--- config.mk ---
export PLATFORM = sky130hd
export DESIGN_NAME = countdown_timer_flat
export DESIGN_NICKNAME = d
export VERILOG_FILES = /design/src/rtl/countdown_timer_if.sv /design/src/rtl/countdown_timer.sv /design/src/flat_wrapper.sv
export SDC_FILE = /design/constraint.sdc
export NUM_CORES = 1
export LEC_CHECK = 0
export BUFFER_PORTS_ARGS = -buffer_cell sky130_fd_sc_hd__clkbuf_2
export CORE_AREA = 2 2 39 41
export CTS_BUF_LIST = sky130_fd_sc_hd__clkbuf_16
export DETAILED_ROUTE_END_ITERATION = 8
export DIE_AREA = 0 0 41 43
export MAX_ROUTING_LAYER = met4
export PLACE_DENSITY = 0.52
export REMOVE_ABC_BUFFERS = 1
export SLEW_MARGIN = 10
export SYNTH_ARGS = -nofsm -noshare
export SYNTH_HDL_FRONTEND = slang
export SYNTH_SLANG_ARGS = --single-unit
--- constraint.sdc ---
create_clock -name clk -period 1.8 [get_ports clk]
set_input_delay 0.18 -clock clk [delete_from_list [all_inputs] [get_ports clk]]
set_output_delay 0.18 -clock clk [all_outputs]
set_load 0.01 [all_outputs]
--- src/rtl/countdown_timer_if.sv ---
// countdown_timer_if
//   Groups the countdown timer's control and status signals.
//   Signals:
//     load    - capture cnt_in and start a countdown
//     enab    - count enable; low pauses the count
//     cnt_in  - start value (WIDTH bits)
//     cnt_out - current count (registered)
//     busy    - high while the timer is running (registered)
//     done    - one-cycle completion pulse (registered)
//   Modports:
//     master - the controlling side; drives load/enab/cnt_in
//     slave  - the timer; drives cnt_out/busy/done
interface countdown_timer_if #(
   parameter int WIDTH = 5
);
   logic             load;
   logic             enab;
   logic [WIDTH-1:0] cnt_in;
   logic [WIDTH-1:0] cnt_out;
   logic             busy;
   logic             done;

   modport master (
      output load, enab, cnt_in,
      input  cnt_out, busy, done
   );

   modport slave (
      input  load, enab, cnt_in,
      output cnt_out, busy, done
   );
endinterface

--- src/rtl/countdown_timer.sv ---
// countdown_timer
//   Loadable down-counter with an IDLE/RUN state machine and a one-cycle
//   terminal-count pulse. A load of N (N != 0) starts a countdown that
//   reaches zero after N enabled cycles. A load of 0 completes at once.
//   Priority at each edge: rst > load > enab.
//   Ports:
//     clk - rising-edge clock
//     rst - synchronous active-high reset
//     bus - countdown_timer_if.slave (load, enab, cnt_in in;
//           cnt_out, busy, done out, all outputs registered)
//   Optional feature:
//     COUNTDOWN_TIMER_AUTO_RELOAD_EN - when defined, the value captured on
//     each load is reloaded when the count expires, and the timer stays in
//     RUN, producing a periodic done pulse. When undefined, the timer
//     performs a one-shot countdown.
module countdown_timer #(
   parameter int WIDTH = 5
) (
   input  logic               clk,
   input  logic               rst,
   countdown_timer_if.slave   bus
);

   typedef enum logic {
      IDLE = 1'b0,
      RUN  = 1'b1
   } state_t;

   localparam logic [WIDTH-1:0] ONE = {{(WIDTH-1){1'b0}}, 1'b1};

   state_t           state_q, state_d;
   logic [WIDTH-1:0] cnt_q,   cnt_d;
   logic             done_q,  done_d;

`ifdef COUNTDOWN_TIMER_AUTO_RELOAD_EN
   logic [WIDTH-1:0] reload_q, reload_d;
`endif

   always_comb begin
      state_d = state_q;
      cnt_d   = cnt_q;
      done_d  = 1'b0;
`ifdef COUNTDOWN_TIMER_AUTO_RELOAD_EN
      reload_d = reload_q;
`endif

      if (bus.load) begin
`ifdef COUNTDOWN_TIMER_AUTO_RELOAD_EN
         reload_d = bus.cnt_in;
`endif
         if (bus.cnt_in != '0) begin
            cnt_d   = bus.cnt_in;
            state_d = RUN;
         end else begin
            // Zero-length countdown finishes immediately.
            cnt_d   = '0;
            state_d = IDLE;
            done_d  = 1'b1;
         end
      end else if (state_q == RUN && bus.enab) begin
         // In RUN the count is never zero, so stopping at one keeps the
         // counter from ever underflowing.
         if (cnt_q > ONE) begin
            cnt_d = cnt_q - ONE;
         end else begin
            done_d = 1'b1;
`ifdef COUNTDOWN_TIMER_AUTO_RELOAD_EN
            cnt_d   = reload_q;
            state_d = RUN;
`else
            cnt_d   = '0;
            state_d = IDLE;
`endif
         end
      end
   end

   always_ff @(posedge clk) begin
      if (rst) begin
         state_q <= IDLE;
         cnt_q   <= '0;
         done_q  <= 1'b0;
      end else begin
         state_q <= state_d;
         cnt_q   <= cnt_d;
         done_q  <= done_d;
      end
   end

`ifdef COUNTDOWN_TIMER_AUTO_RELOAD_EN
   always_ff @(posedge clk) begin
      if (rst) begin
         reload_q <= '0;
      end else begin
         reload_q <= reload_d;
      end
   end
`endif

   assign bus.cnt_out = cnt_q;
   assign bus.busy    = (state_q == RUN);
   assign bus.done    = done_q;

endmodule

--- src/flat_wrapper.sv ---
// flat-port wrapper written by rule: the top's interface ports become plain ports
module countdown_timer_flat 
#(
   parameter int WIDTH = 5
)
  (clk, rst, bus_load, bus_enab, bus_cnt_in, bus_cnt_out, bus_busy, bus_done);
  countdown_timer_if #(.WIDTH(WIDTH)) bus_i ();
  input  logic clk;
  input  logic rst;
  input wire logic [$bits(bus_i.load)-1:0] bus_load;
  input wire logic [$bits(bus_i.enab)-1:0] bus_enab;
  input wire logic [$bits(bus_i.cnt_in)-1:0] bus_cnt_in;
  output wire logic [$bits(bus_i.cnt_out)-1:0] bus_cnt_out;
  output wire logic [$bits(bus_i.busy)-1:0] bus_busy;
  output wire logic [$bits(bus_i.done)-1:0] bus_done;
  assign bus_i.load = bus_load;
  assign bus_i.enab = bus_enab;
  assign bus_i.cnt_in = bus_cnt_in;
  assign bus_cnt_out = bus_i.cnt_out;
  assign bus_busy = bus_i.busy;
  assign bus_done = bus_i.done;
  countdown_timer #(.WIDTH(WIDTH)) u_core (.clk(clk), .rst(rst), .bus(bus_i));
endmodule
==> impl_results.md <==
- Number of placed I/O pins: 16
- Critical path data arrival time: about 1.7 ns
- Number of cell rows: 14
- Count of buffering cells on the critical path with inverters included: 1
- Class of the tightest hold or removal check: in2reg
- Placer's final routability congestion estimate: 0.7627
- Fill cell total of the finished layout: 137
- Post-route fraction of the period consumed by the critical path: 86.50%
- Post-synthesis cell area: 414.1 um^2
- Die ar.: 1763 um^2
- GRT busiest layer: met2
- Average wire length per cell after detail routing: 11.63 um
- Max-cap check violation count: 0
- Final design utilization: 42.13%
- Antenna Diode Count: 0
- Outcome: complete, no violations
- First-pass GRT wire length: 1504 um
- Synth Area per Inst: 8.452 um^2
- Post-Route WL: 965 um
- Sort of element at the start of the critical path: flop
- H-Tree Level Count: 1
- Maximum number of pins on one net before global-route repair: 15
- Sink Count: 7
- Buffer depth of the longest clock path: 2
- CP Cell Sequence: inv_1, ha_1, o21bai_1, a211o_2, o221a_1, nor2_1
- Unrepaired setup endpoints after global routing: no
- Top achievable clock speed: 642.3 MHz
- Global-route track usage on met3: 4.712%
- Element type at the critical path end: flop
- Yosys warnings: 0
- Clock Latency Late Sink: 0.23 ns
- Vias in the first global route: 363
- Worst clock skew on the final layout: ~0.0012 ns
- Synth Register Bits: 7
- Violation count after the first detailed-route iteration: 11
- Instance count after placement with tap cells included: 79
- Setup violations, final: 0
- Number of hold buffers added after cts: 0
- CP top delay family: compound AO/OA/AOI/OAI gates
- Worst rel slew slack: 80.96%
- Slew at the pin with the worst max-slew slack: roughly 0.28 ns
- PostCTS Resize Cnt: 0
- Critical Path Start: u_core.bus.cnt_out[1]$_SDFFE_PP0P_
- Post-synth cell types: 23
- Post-layout instance count excluding filler cells: between 80 and 90
- Final antenna-violating net count: 0
- Flop-to-flop setup slack: ~0.24 ns
- Starting density of the core: 29.93%
- Post-Route Setup TNS: 0 ns
- Leakage power figure: 0.0002516 uW
- Cell count after synthesis: 49
- Overall global routing resource usage: about 14%
- Grt total ovfl: 0
- Met1 track demand over resource: 16.72%
- Proportion of layout cells with a drive suffix above 1: 32.84%
- Synthesis-to-finish area growth: 40.79%
- Port Buffer Count: 15
- Antenna violations before repair: 0
- Vias: 410
- Post-CTS Setup Repair Bufs: 0
- Beginning of the worst register-to-register path: u_core.bus.cnt_out[1]$_SDFFE_PP0P_
- Core footprint: 1384 um^2
- Slowest Stage Delay on Critical Path: 0.38 ns
- Number of iterations in the first detailed-routing pass: 4
- Final count of hold timing violations: 0
- Area occupied by multi-input gates: 261.5 um^2
- Slowest-stage cell, CP: sky130_fd_sc_hd__dfxtp_1
- TritonCTS clock tree: built
- Register area: 140.1 um^2
- Post-route minimum period: 1.557 ns
- Sequential area share after synthesis: 33.84%
- Residual DRC: 0
- Vias per std cell: approximately 4.9
- Cell chosen for the clock root: sky130_fd_sc_hd__clkbuf_16
- Worst min-delay path startpoint: rst
- Clk slew on worst S/H paths: around 0.040 ns
- Type of the worst setup path: reg2reg
- Fin. max-slew vios: 0
- Maximum vdd drop: approximately 0.43 mV
- Net count, final: 79
- Pwr per Cell Area: 1109 nW/um^2
- Peak fanout along the critical path: 5
- CTS buffer count: 3
- Chip height: 43 um
- Required arrival time at the worst endpoint: a little under 2 ns
- Met2 Resource Use GR: 18.13%
- Detailed Place HPWL: 724.4 um
- DIE WIDTH: 41 um
-- layout by cell type (no fill, tap or decap) --
cell                        Yosys  layout
sky130_fd_sc_hd__a211o_2        1       1
sky130_fd_sc_hd__nor3b_1        2       2
sky130_fd_sc_hd__a31oi_1        1       1
sky130_fd_sc_hd__a21oi_1        2       2
sky130_fd_sc_hd__dfxtp_1        7       7
sky130_fd_sc_hd__ha_1           2       2
sky130_fd_sc_hd__and2_2         1       1
sky130_fd_sc_hd__nor3_1         2       2
sky130_fd_sc_hd__nand2_1        9       9
sky130_fd_sc_hd__nor3_2         1       1
sky130_fd_sc_hd__clkbuf_2       0      15
sky130_fd_sc_hd__nor2b_1        1       1
sky130_fd_sc_hd__xnor2_1        3       3
sky130_fd_sc_hd__nand3_1        1       1
sky130_fd_sc_hd__o221a_2        1       1
sky130_fd_sc_hd__o31a_1         1       1
sky130_fd_sc_hd__nor2_1         4       4
sky130_fd_sc_hd__o21bai_1       1       1
sky130_fd_sc_hd__nand3b_1       1       1
sky130_fd_sc_hd__inv_1          2       3
sky130_fd_sc_hd__o221a_1        3       3
sky130_fd_sc_hd__or4_1          1       1
sky130_fd_sc_hd__clkbuf_16      0       3
sky130_fd_sc_hd__o21ai_0        1       1
-- metrics by stage --
step                area, um^2  hold WS, ns  setup WS [ns]  total power [uW]
CTS                      583.1       0.2224         0.2338             659.6
finish                   583.1       0.2271         0.2430             646.9
floorplan                409.1       0.2491         0.2792             240.9
global placement         504.2       0.4686         0.2851             277.6
global route             583.1       0.2591         0.1312             681.2
detailed placement       504.2       0.4664         0.2453             276.1
-- layout make-up --
type | count | area share (%)
clock inverter | 1 | 0.6438
timing repair buffer | 15 | 12.88
multi-input combinational | 39 | 44.85
clock buffer | 3 | 12.88
sequential | 7 | 24.03
tap | 16 | 3.433
inverter | 2 | 1.288
-- power breakdown --
part	internal [uW]	switching, uW
clock network	289	84.9
registers	166	12.7
logic	47.6	46.6
total	503	144
-- flip-flops by register name (all words and copies together), names as in the netlist --
signal              cells
u_core.bus.done         1
u_core.bus.cnt_out      5
u_core.bus.busy         1
-- layer usage --
| layer | vias up | wire, um |
|---|---|---|
| li1 | 214 | - |
| met1 | 179 | 457 |
| met2 | 13 | 419 |
| met3 | 4 | 60 |
| met4 | 0 | 28 |
| met5 | - | 0 |
-- cells in the mapped netlist, drive strengths merged --
cell type / instances / area, um^2
o21bai: 1 / 7.510
o21ai: 1 / 5.000
buf: 1 / 5.000
nand2: 9 / 33.78
nor3b: 2 / 15.01
or4: 1 / 7.510
a31oi: 1 / 6.260
dfxtp: 7 / 140.1
and2: 1 / 7.510
inv: 2 / 7.510
o221a: 4 / 45.04
a211o: 1 / 10.01
a21oi: 2 / 10.01
xnor2: 3 / 26.28
nor2: 4 / 15.01
ha: 2 / 25.02
nand3b: 1 / 7.510
nand3: 1 / 5.000
o31a: 1 / 8.760
nor3: 3 / 20.02
nor2b: 1 / 6.260
-- path summary, 6_finish.rpt --
path | to | depth (start not counted)
worst min register to register | u_core.bus.busy$_SDFFE_PP0P_ | 2
worst max-delay path | u_core.bus.cnt_out[3]$_SDFFE_PP0P_ | 6
worst min-delay path | u_core.bus.cnt_out[2]$_SDFFE_PP0P_ | 2
worst max register to register | u_core.bus.cnt_out[3]$_SDFFE_PP0P_ | 6
-- logic make-up after synthesis --
kind of cell,Yosys count,share of synthesized area [%]
adder cells (fa/ha/maj),2,6.041
flip-flops,7,33.84
AO/OA/AOI/OAI,11,22.36
XOR/XNOR,3,6.346
buffers and inverters,3,3.021
AND/OR/NAND/NOR,23,28.40
(Power assumes the default switching activity.)
